===== config.mk =====
export PLATFORM = sky130hd
export DESIGN_NAME = store_buffer_ctrl
export DESIGN_NICKNAME = d
export VERILOG_FILES = /design/src/rtl/mem_ctrl_pkg.sv /design/src/rtl/sb_entries.sv /design/src/rtl/store_buffer_ctrl.sv
export SDC_FILE = /design/constraint.sdc
export NUM_CORES = 1
export LEC_CHECK = 0
export BUFFER_PORTS_ARGS = -buffer_cell sky130_fd_sc_hd__clkbuf_2
export CORE_UTILIZATION = 57
export CTS_CLUSTER_SIZE = 14
export DETAILED_ROUTE_END_ITERATION = 7
export GPL_TIMING_DRIVEN = 1
export PLACE_DENSITY = 0.81
export SLEW_MARGIN = 20
export SYNTH_ARGS = -nofsm -noshare
export SYNTH_HDL_FRONTEND = slang
export SYNTH_SLANG_ARGS = --single-unit
export TNS_END_PERCENT = 30

===== constraint.sdc =====
create_clock -name clk -period 3.4 [get_ports clk]
set_input_delay 0.51 -clock clk [delete_from_list [all_inputs] [get_ports clk]]
set_output_delay 0.51 -clock clk [all_outputs]
set_load 0.005 [all_outputs]

===== src/rtl/mem_ctrl_pkg.sv =====
// Shared definitions for the store-buffer memory controller: FSM state
// encoding and the default geometry used by the controller and its storage.
package mem_ctrl_pkg;

    localparam int DEF_DEPTH      = 4;
    localparam int DEF_ADDR_W     = 32;
    localparam int DEF_DATA_W     = 32;
    localparam int DEF_STARVE_MAX = 8;

    typedef enum logic [1:0] {
        IDLE    = 2'd0,
        LD_REQ  = 2'd1,
        LD_RESP = 2'd2,
        ST_REQ  = 2'd3
    } sb_state_e;

endpackage


===== src/rtl/sb_entries.sv =====
// Circular store-buffer storage: head/tail pointers, occupancy count, per-entry
// valid bits and a full-width address match across all valid entries.
module sb_entries
    import mem_ctrl_pkg::*;
#(
    parameter int DEPTH  = DEF_DEPTH,
    parameter int ADDR_W = DEF_ADDR_W,
    parameter int DATA_W = DEF_DATA_W
) (
    input  logic                     clk,
    input  logic                     rst,
    input  logic                     push,
    input  logic [ADDR_W-1:0]        push_addr,
    input  logic [DATA_W-1:0]        push_data,
    input  logic                     pop,
    output logic [ADDR_W-1:0]        head_addr,
    output logic [DATA_W-1:0]        head_data,
    output logic [$clog2(DEPTH):0]   count,
    input  logic [ADDR_W-1:0]        match_addr,
    output logic                     match
);

    localparam int PTR_W = $clog2(DEPTH);

    logic [ADDR_W-1:0] addr_mem [DEPTH];
    logic [DATA_W-1:0] data_mem [DEPTH];
    logic [PTR_W-1:0]  head_reg;
    logic [PTR_W-1:0]  tail_reg;
    logic [PTR_W:0]    count_reg;
    logic [DEPTH-1:0]  hit_vec;

    always_ff @(posedge clk or negedge rst) begin
        if (!rst) begin
            head_reg  <= '0;
            tail_reg  <= '0;
            count_reg <= '0;
        end else begin
            if (push) tail_reg <= tail_reg + 1'b1;
            if (pop)  head_reg <= head_reg + 1'b1;
            case ({push, pop})
                2'b10:   count_reg <= count_reg + 1'b1;
                2'b01:   count_reg <= count_reg - 1'b1;
                default: count_reg <= count_reg;
            endcase
        end
    end

    // Payload needs no reset: an entry is only observable while its valid bit is set.
    always_ff @(posedge clk) begin
        if (push) begin
            addr_mem[tail_reg] <= push_addr;
            data_mem[tail_reg] <= push_data;
        end
    end

    for (genvar gi = 0; gi < DEPTH; gi++) begin : g_entry
        logic valid_reg;

        always_ff @(posedge clk or negedge rst) begin
            if (!rst) begin
                valid_reg <= 1'b0;
            end else if (push && (tail_reg == PTR_W'(gi))) begin
                valid_reg <= 1'b1;
            end else if (pop && (head_reg == PTR_W'(gi))) begin
                valid_reg <= 1'b0;
            end
        end

        assign hit_vec[gi] = valid_reg && (addr_mem[gi] == match_addr);
    end

    assign match     = |hit_vec;
    assign head_addr = addr_mem[head_reg];
    assign head_data = data_mem[head_reg];
    assign count     = count_reg;

endmodule


===== src/rtl/store_buffer_ctrl.sv =====
// Store buffer controller: queues CPU stores, arbitrates buffered drains
// against CPU loads to a single memory port, and implements fence/flush.
module store_buffer_ctrl
    import mem_ctrl_pkg::*;
#(
    parameter int DEPTH      = DEF_DEPTH,
    parameter int ADDR_W     = DEF_ADDR_W,
    parameter int DATA_W     = DEF_DATA_W,
    parameter int STARVE_MAX = DEF_STARVE_MAX
) (
    input  logic                     clk,
    input  logic                     rst,
    input  logic                     st_valid,
    output logic                     st_ready,
    input  logic [ADDR_W-1:0]        st_addr,
    input  logic [DATA_W-1:0]        st_data,
    input  logic                     ld_valid,
    output logic                     ld_ready,
    input  logic [ADDR_W-1:0]        ld_addr,
    output logic                     ld_rvalid,
    output logic [DATA_W-1:0]        ld_rdata,
    output logic                     mem_req,
    output logic                     mem_we,
    output logic [ADDR_W-1:0]        mem_addr,
    output logic [DATA_W-1:0]        mem_wdata,
    input  logic                     mem_gnt,
    input  logic                     mem_rvalid,
    input  logic [DATA_W-1:0]        mem_rdata,
    input  logic                     flush_req,
    output logic                     flush_done,
    output logic [$clog2(DEPTH):0]   sb_count
);

    localparam int CNT_W = $clog2(DEPTH) + 1;
    localparam int STV_W = $clog2(STARVE_MAX + 1);

    sb_state_e         state_reg, state_next;
    logic              flushing_reg, flushing_next;
    logic [STV_W-1:0]  starve_reg, starve_next;
    logic [ADDR_W-1:0] ld_addr_reg;

    logic [CNT_W-1:0]  count;
    logic [ADDR_W-1:0] head_addr;
    logic [DATA_W-1:0] head_data;
    logic              hazard;
    logic              push, pop, full, nonempty;
    logic              idle, drain_forced, load_sel, drain_sel;

    sb_entries #(
        .DEPTH  (DEPTH),
        .ADDR_W (ADDR_W),
        .DATA_W (DATA_W)
    ) u_entries (
        .clk        (clk),
        .rst        (rst),
        .push       (push),
        .push_addr  (st_addr),
        .push_data  (st_data),
        .pop        (pop),
        .head_addr  (head_addr),
        .head_data  (head_data),
        .count      (count),
        .match_addr (ld_addr),
        .match      (hazard)
    );

    assign full     = (count == CNT_W'(DEPTH));
    assign nonempty = (count != '0);
    assign st_ready = rst && !full && !flushing_reg;
    assign push     = st_valid && st_ready;
    assign pop      = (state_reg == ST_REQ) && mem_gnt;

    // Gating with rst keeps the combinational handshakes quiet while reset is held.
    assign idle         = rst && (state_reg == IDLE);
    assign drain_forced = nonempty &&
                          (flushing_reg || full || (starve_reg == STV_W'(STARVE_MAX)));
    assign load_sel     = idle && !drain_forced && ld_valid && !flushing_reg && !hazard;
    assign drain_sel    = idle && nonempty && !load_sel;
    assign flush_done   = idle && flushing_reg && !nonempty;
    assign ld_ready     = load_sel;

    always_comb begin
        state_next = state_reg;
        case (state_reg)
            IDLE: begin
                if (load_sel)       state_next = LD_REQ;
                else if (drain_sel) state_next = ST_REQ;
            end
            LD_REQ:  if (mem_gnt)    state_next = LD_RESP;
            LD_RESP: if (mem_rvalid) state_next = IDLE;
            ST_REQ:  if (mem_gnt)    state_next = IDLE;
            default:                 state_next = IDLE;
        endcase
    end

    always_comb begin
        starve_next = starve_reg;
        if (drain_sel || (idle && !nonempty)) begin
            starve_next = '0;
        end else if (load_sel && nonempty && (starve_reg < STV_W'(STARVE_MAX))) begin
            starve_next = starve_reg + 1'b1;
        end
    end

    // A new fence request wins over completion of the current one.
    assign flushing_next = flush_req ? 1'b1 : (flush_done ? 1'b0 : flushing_reg);

    always_ff @(posedge clk or negedge rst) begin
        if (!rst) begin
            state_reg    <= IDLE;
            flushing_reg <= 1'b0;
            starve_reg   <= '0;
            ld_addr_reg  <= '0;
        end else begin
            state_reg    <= state_next;
            flushing_reg <= flushing_next;
            starve_reg   <= starve_next;
            if (load_sel) ld_addr_reg <= ld_addr;
        end
    end

    always_comb begin
        mem_req   = 1'b0;
        mem_we    = 1'b0;
        mem_addr  = '0;
        mem_wdata = '0;
        case (state_reg)
            LD_REQ: begin
                mem_req  = 1'b1;
                mem_addr = ld_addr_reg;
            end
            ST_REQ: begin
                mem_req   = 1'b1;
                mem_we    = 1'b1;
                mem_addr  = head_addr;
                mem_wdata = head_data;
            end
            default: ;
        endcase
    end

    assign ld_rvalid = (state_reg == LD_RESP) && mem_rvalid;
    assign ld_rdata  = ld_rvalid ? mem_rdata : '0;
    assign sb_count  = count;

endmodule


==> out/qor.txt <==
Status - complete, no violations
Synth unique cells - 42
I/O pin cnt - 240
Final nets - 1,237
Max frequency - 0.302 GHz
Ys flop type - edfxtp_1
CTS Buf Count - 31
Mapped Avg Cell Area - 16.5 µm²
Fin Setup TNS - 0 ns
WL/cell - 22.9 µm
Die span in x - 160 µm
Post-synth EDFFs - 256
Row count - 57
Worst R2R Start - u_entries.addr_mem[1][16]$_DFFE_PP_
Drt pass-1 iters - 4
DRT iter0 DRCs - 596
CP max stage cell - nor4_1
Final Wtd Congestion - 0.945
HP Class - in -> reg
Die area - 25,500 µm²
Placed cell count - 1,380
Worst Clk Skew - 0.0207 ns
Clock sinks - 306
Max stage delay on crit path - 0.56 ns
Die height - 160 µm
Worst rel slew slack - 48.3%
Routed WL - 33,000 µm
Layout Cells excl Fill - 1,442
Crit path max fanout - 12
Crit path kind - reg -> out
Arr. time, crit path - 2.80 ns
TritonCTS clock tree - yes
Final HPWL DP - 22,500 µm
Clk pin slew, worst setup/hold paths - 0.06 ns
Clock root cell - clkbuf_16
RR Endpoint - ld_addr_reg[29]$_DFFE_PN0P_
CTS H-Tree Depth - 1
Max Cap Viol - 0
Vias in the first global route - 8,486
Share of layout cells above drive strength 1 - 37.6%
Clk_lat worst skew - 0.56 ns
Final Power - 10.8 mW
WP data required - 2.89 ns
Worst Reg-to-Reg Cells - 8
Yosys warning count - 0
RSZ-0062 raised after global routing - false
Maximum vdd drop - 538 µV
Seq/Total Area, Yosys - 63.0%
Area grow syn2layout - 17.3%
Initial antenna violation count - 4
Hold Crit Depth - 2
Post-CTS setup buffers - 0
End of the worst hold path - flushing_reg$_DFFE_PN0P_
Clock period minus worst slack - 3.31 ns
Flops & latches, synth - 306
Reg2Reg Setup Slack - 0.68 ns
PwrDens - 649 nW/µm²
Max-slew violation count - 0
Mapped Nets - 1,008
Largest net degree at the start of global routing - 54
Clock Path Buffers - 3
Crit path launch type - flop
Synth Instances - 861
DR vias - 8,158
Fin. Hold Viols - 0
Final worst slack - 0.0914 ns
Final worst-path cycle share - 97.3%
Worst-Margin Slew - 0.770 ns
Leak pwr - 6.42 nW
Hold_ws - 0.131 ns
# DRC - 0
CP Capture Type - output pin
Port bufs - 239
First-pass GRT wire length - 49,600 µm
Cell Area, Synth - 14,200 µm²
Vias per Instance - 5.66
Initial core utilization - 58.2%
# setup viols final - 0
Remaining antenna violation count - 0
CORE AREA - 24,400 µm²
Ys async rst share - 16.3%
Hold path start - flush_req
Pre-CTS WS - 0.291 ns
Gr usage total - 25.9%
Overflow after GRT - 0
Worst path cell trace - xor2_1, nor4_1, nand4_1, nor3_1, or3_4, nor2_8, clkbuf_2
cell usage in the layout (no fill, tap or decap), types with 2 or more instances in the layout:
| cell type | n |
|---|---|
| mux4_2 | 64 |
| nor2_1 | 7 |
| a21o_1 | 6 |
| nor2b_1 | 35 |
| mux2_4 | 28 |
| and2_1 | 67 |
| xor2_1 | 115 |
| clkbuf_2 | 239 |
| nor4_2 | 4 |
| mux2i_1 | 32 |
| a22o_1 | 2 |
| edfxtp_1 | 256 |
| nor4_1 | 23 |
| clkinv_1 | 9 |
| clkinv_2 | 5 |
| dfrtp_2 | 2 |
| nor3_1 | 9 |
| nand2_1 | 10 |
| buf_12 | 9 |
| a21oi_1 | 2 |
| clkinvlp_4 | 3 |
| xnor2_1 | 17 |
| clkbuf_1 | 5 |
| diode_2 | 3 |
| clkbuf_16 | 31 |
| and3_1 | 3 |
| ha_1 | 11 |
| nand4_1 | 6 |
| o21ai_0 | 6 |
| buf_4 | 14 |
| dfrtp_1 | 47 |
| clkinv_4 | 3 |
| mux2_2 | 4 |
| inv_1 | 12 |
| and2_2 | 4 |
| nand3_1 | 9 |
how the worst max path moves through the flow:
stage | start | endpoint | slack (ns) | cells after the start
finish | u_entries.addr_mem[1][16]$_DFFE_PP_ | ld_ready | 0.09 | 7
global route | u_entries.addr_mem[1][16]$_DFFE_PP_ | ld_ready | 0.05 | 7
CTS | state_reg[1]$_DFFE_PN0P_ | ld_ready | 0.008 | 6
detailed placement | ld_addr[20] | ld_addr_reg[31]$_DFFE_PN0P_ | 0.29 | 9
global placement | ld_addr[20] | ld_addr_reg[31]$_DFFE_PN0P_ | 0.32 | 9
floorplan | u_entries.count[0]$_DFFE_PN0P_ | u_entries.addr_mem[0][0]$_DFFE_PP_ | 0.38 | 5
layer usage:
metal	vias up	GRT usage (%)	part of all wire [%]
met5	-	0	0
met4	0	8.48	3.3
met3	61	5.35	7.3
met2	333	43.6	50
met1	4099	34.0	40
li1	3665	-	-
Yosys cell counts (4+ instances only):
cell type	number	area (µm²)
mux2i_1	32	320
nand3_1	9	45.0
inv_1	12	45.0
nand2_1	10	37.5
nor2b_1	35	219
edfxtp_1	256	7690
mux2_4	28	420
and2_1	71	444
nor3_1	9	45.0
clkbuf_1	23	86.3
xnor2_1	17	149
nor2_1	7	26.3
xor2_1	115	1010
dfrtp_1	50	1250
o21ai_0	6	30.0
mux4_2	64	1440
a21o_1	6	45.0
nor4_1	25	156
buf_6	7	78.8
buf_2	32	160
ha_1	11	138
nand4_1	6	37.5
mux2_2	4	45.0
repair_timing:
action / in CTS / in global routing
resized for setup: 1 / 2
pin swaps: 0 / 1
hold buffers: 0 / 0
gates cloned: 0 / 1
setup endpoints to repair: 1 / 1
per-stage QoR:
stage               area, µm²  utilization, %
floorplan               14200               -
global placement        15700            64.4
detailed placement      15700            64.4
CTS                     16600            68.2
global route            16700            68.3
finish                  16700            68.3
where the power goes:
group	internal (mW)	switching [mW]	total [mW]
sequential	4.38	0.276	4.66
combinational	1.64	1.42	3.06
clock	1.69	1.40	3.09
total	7.72	3.09	10.8
layout make-up:
| class | instances | area, µm² |
|---|---|---|
| Clock inverter | 21 | 116 |
| Tap cell | 324 | 405 |
| Antenna cell | 3 | 7.51 |
| Clock buffer | 37 | 808 |
| Multi-Input combinational cell | 477 | 4850 |
| Inverter | 12 | 45.0 |
| Timing Repair Buffer | 262 | 1480 |
| Sequential cell | 306 | 8940 |
| Fill cell | 1670 | 7730 |
cell families after synthesis:
group / count (synthesis) / share of synthesized area [%]
AO/OA/AOI/OAI: 23 / 1.26
XOR/XNOR: 132 / 8.14
adder cells (fa/ha/maj): 12 / 1.11
buffers and inverters: 79 / 3.11
flip-flops: 306 / 63.0
multiplexers: 128 / 15.7
AND/OR/NAND/NOR: 181 / 7.72
critical path, delay by kind of cell, from the launching register on:
kind / cells / cell delay (ns)
xor+xnor: 1 / 0.19
buf+inv: 1 / 0.15
flops: 1 / 0.40
simple gates: 5 / 1.49
Power figures use the tool's default switching activity.
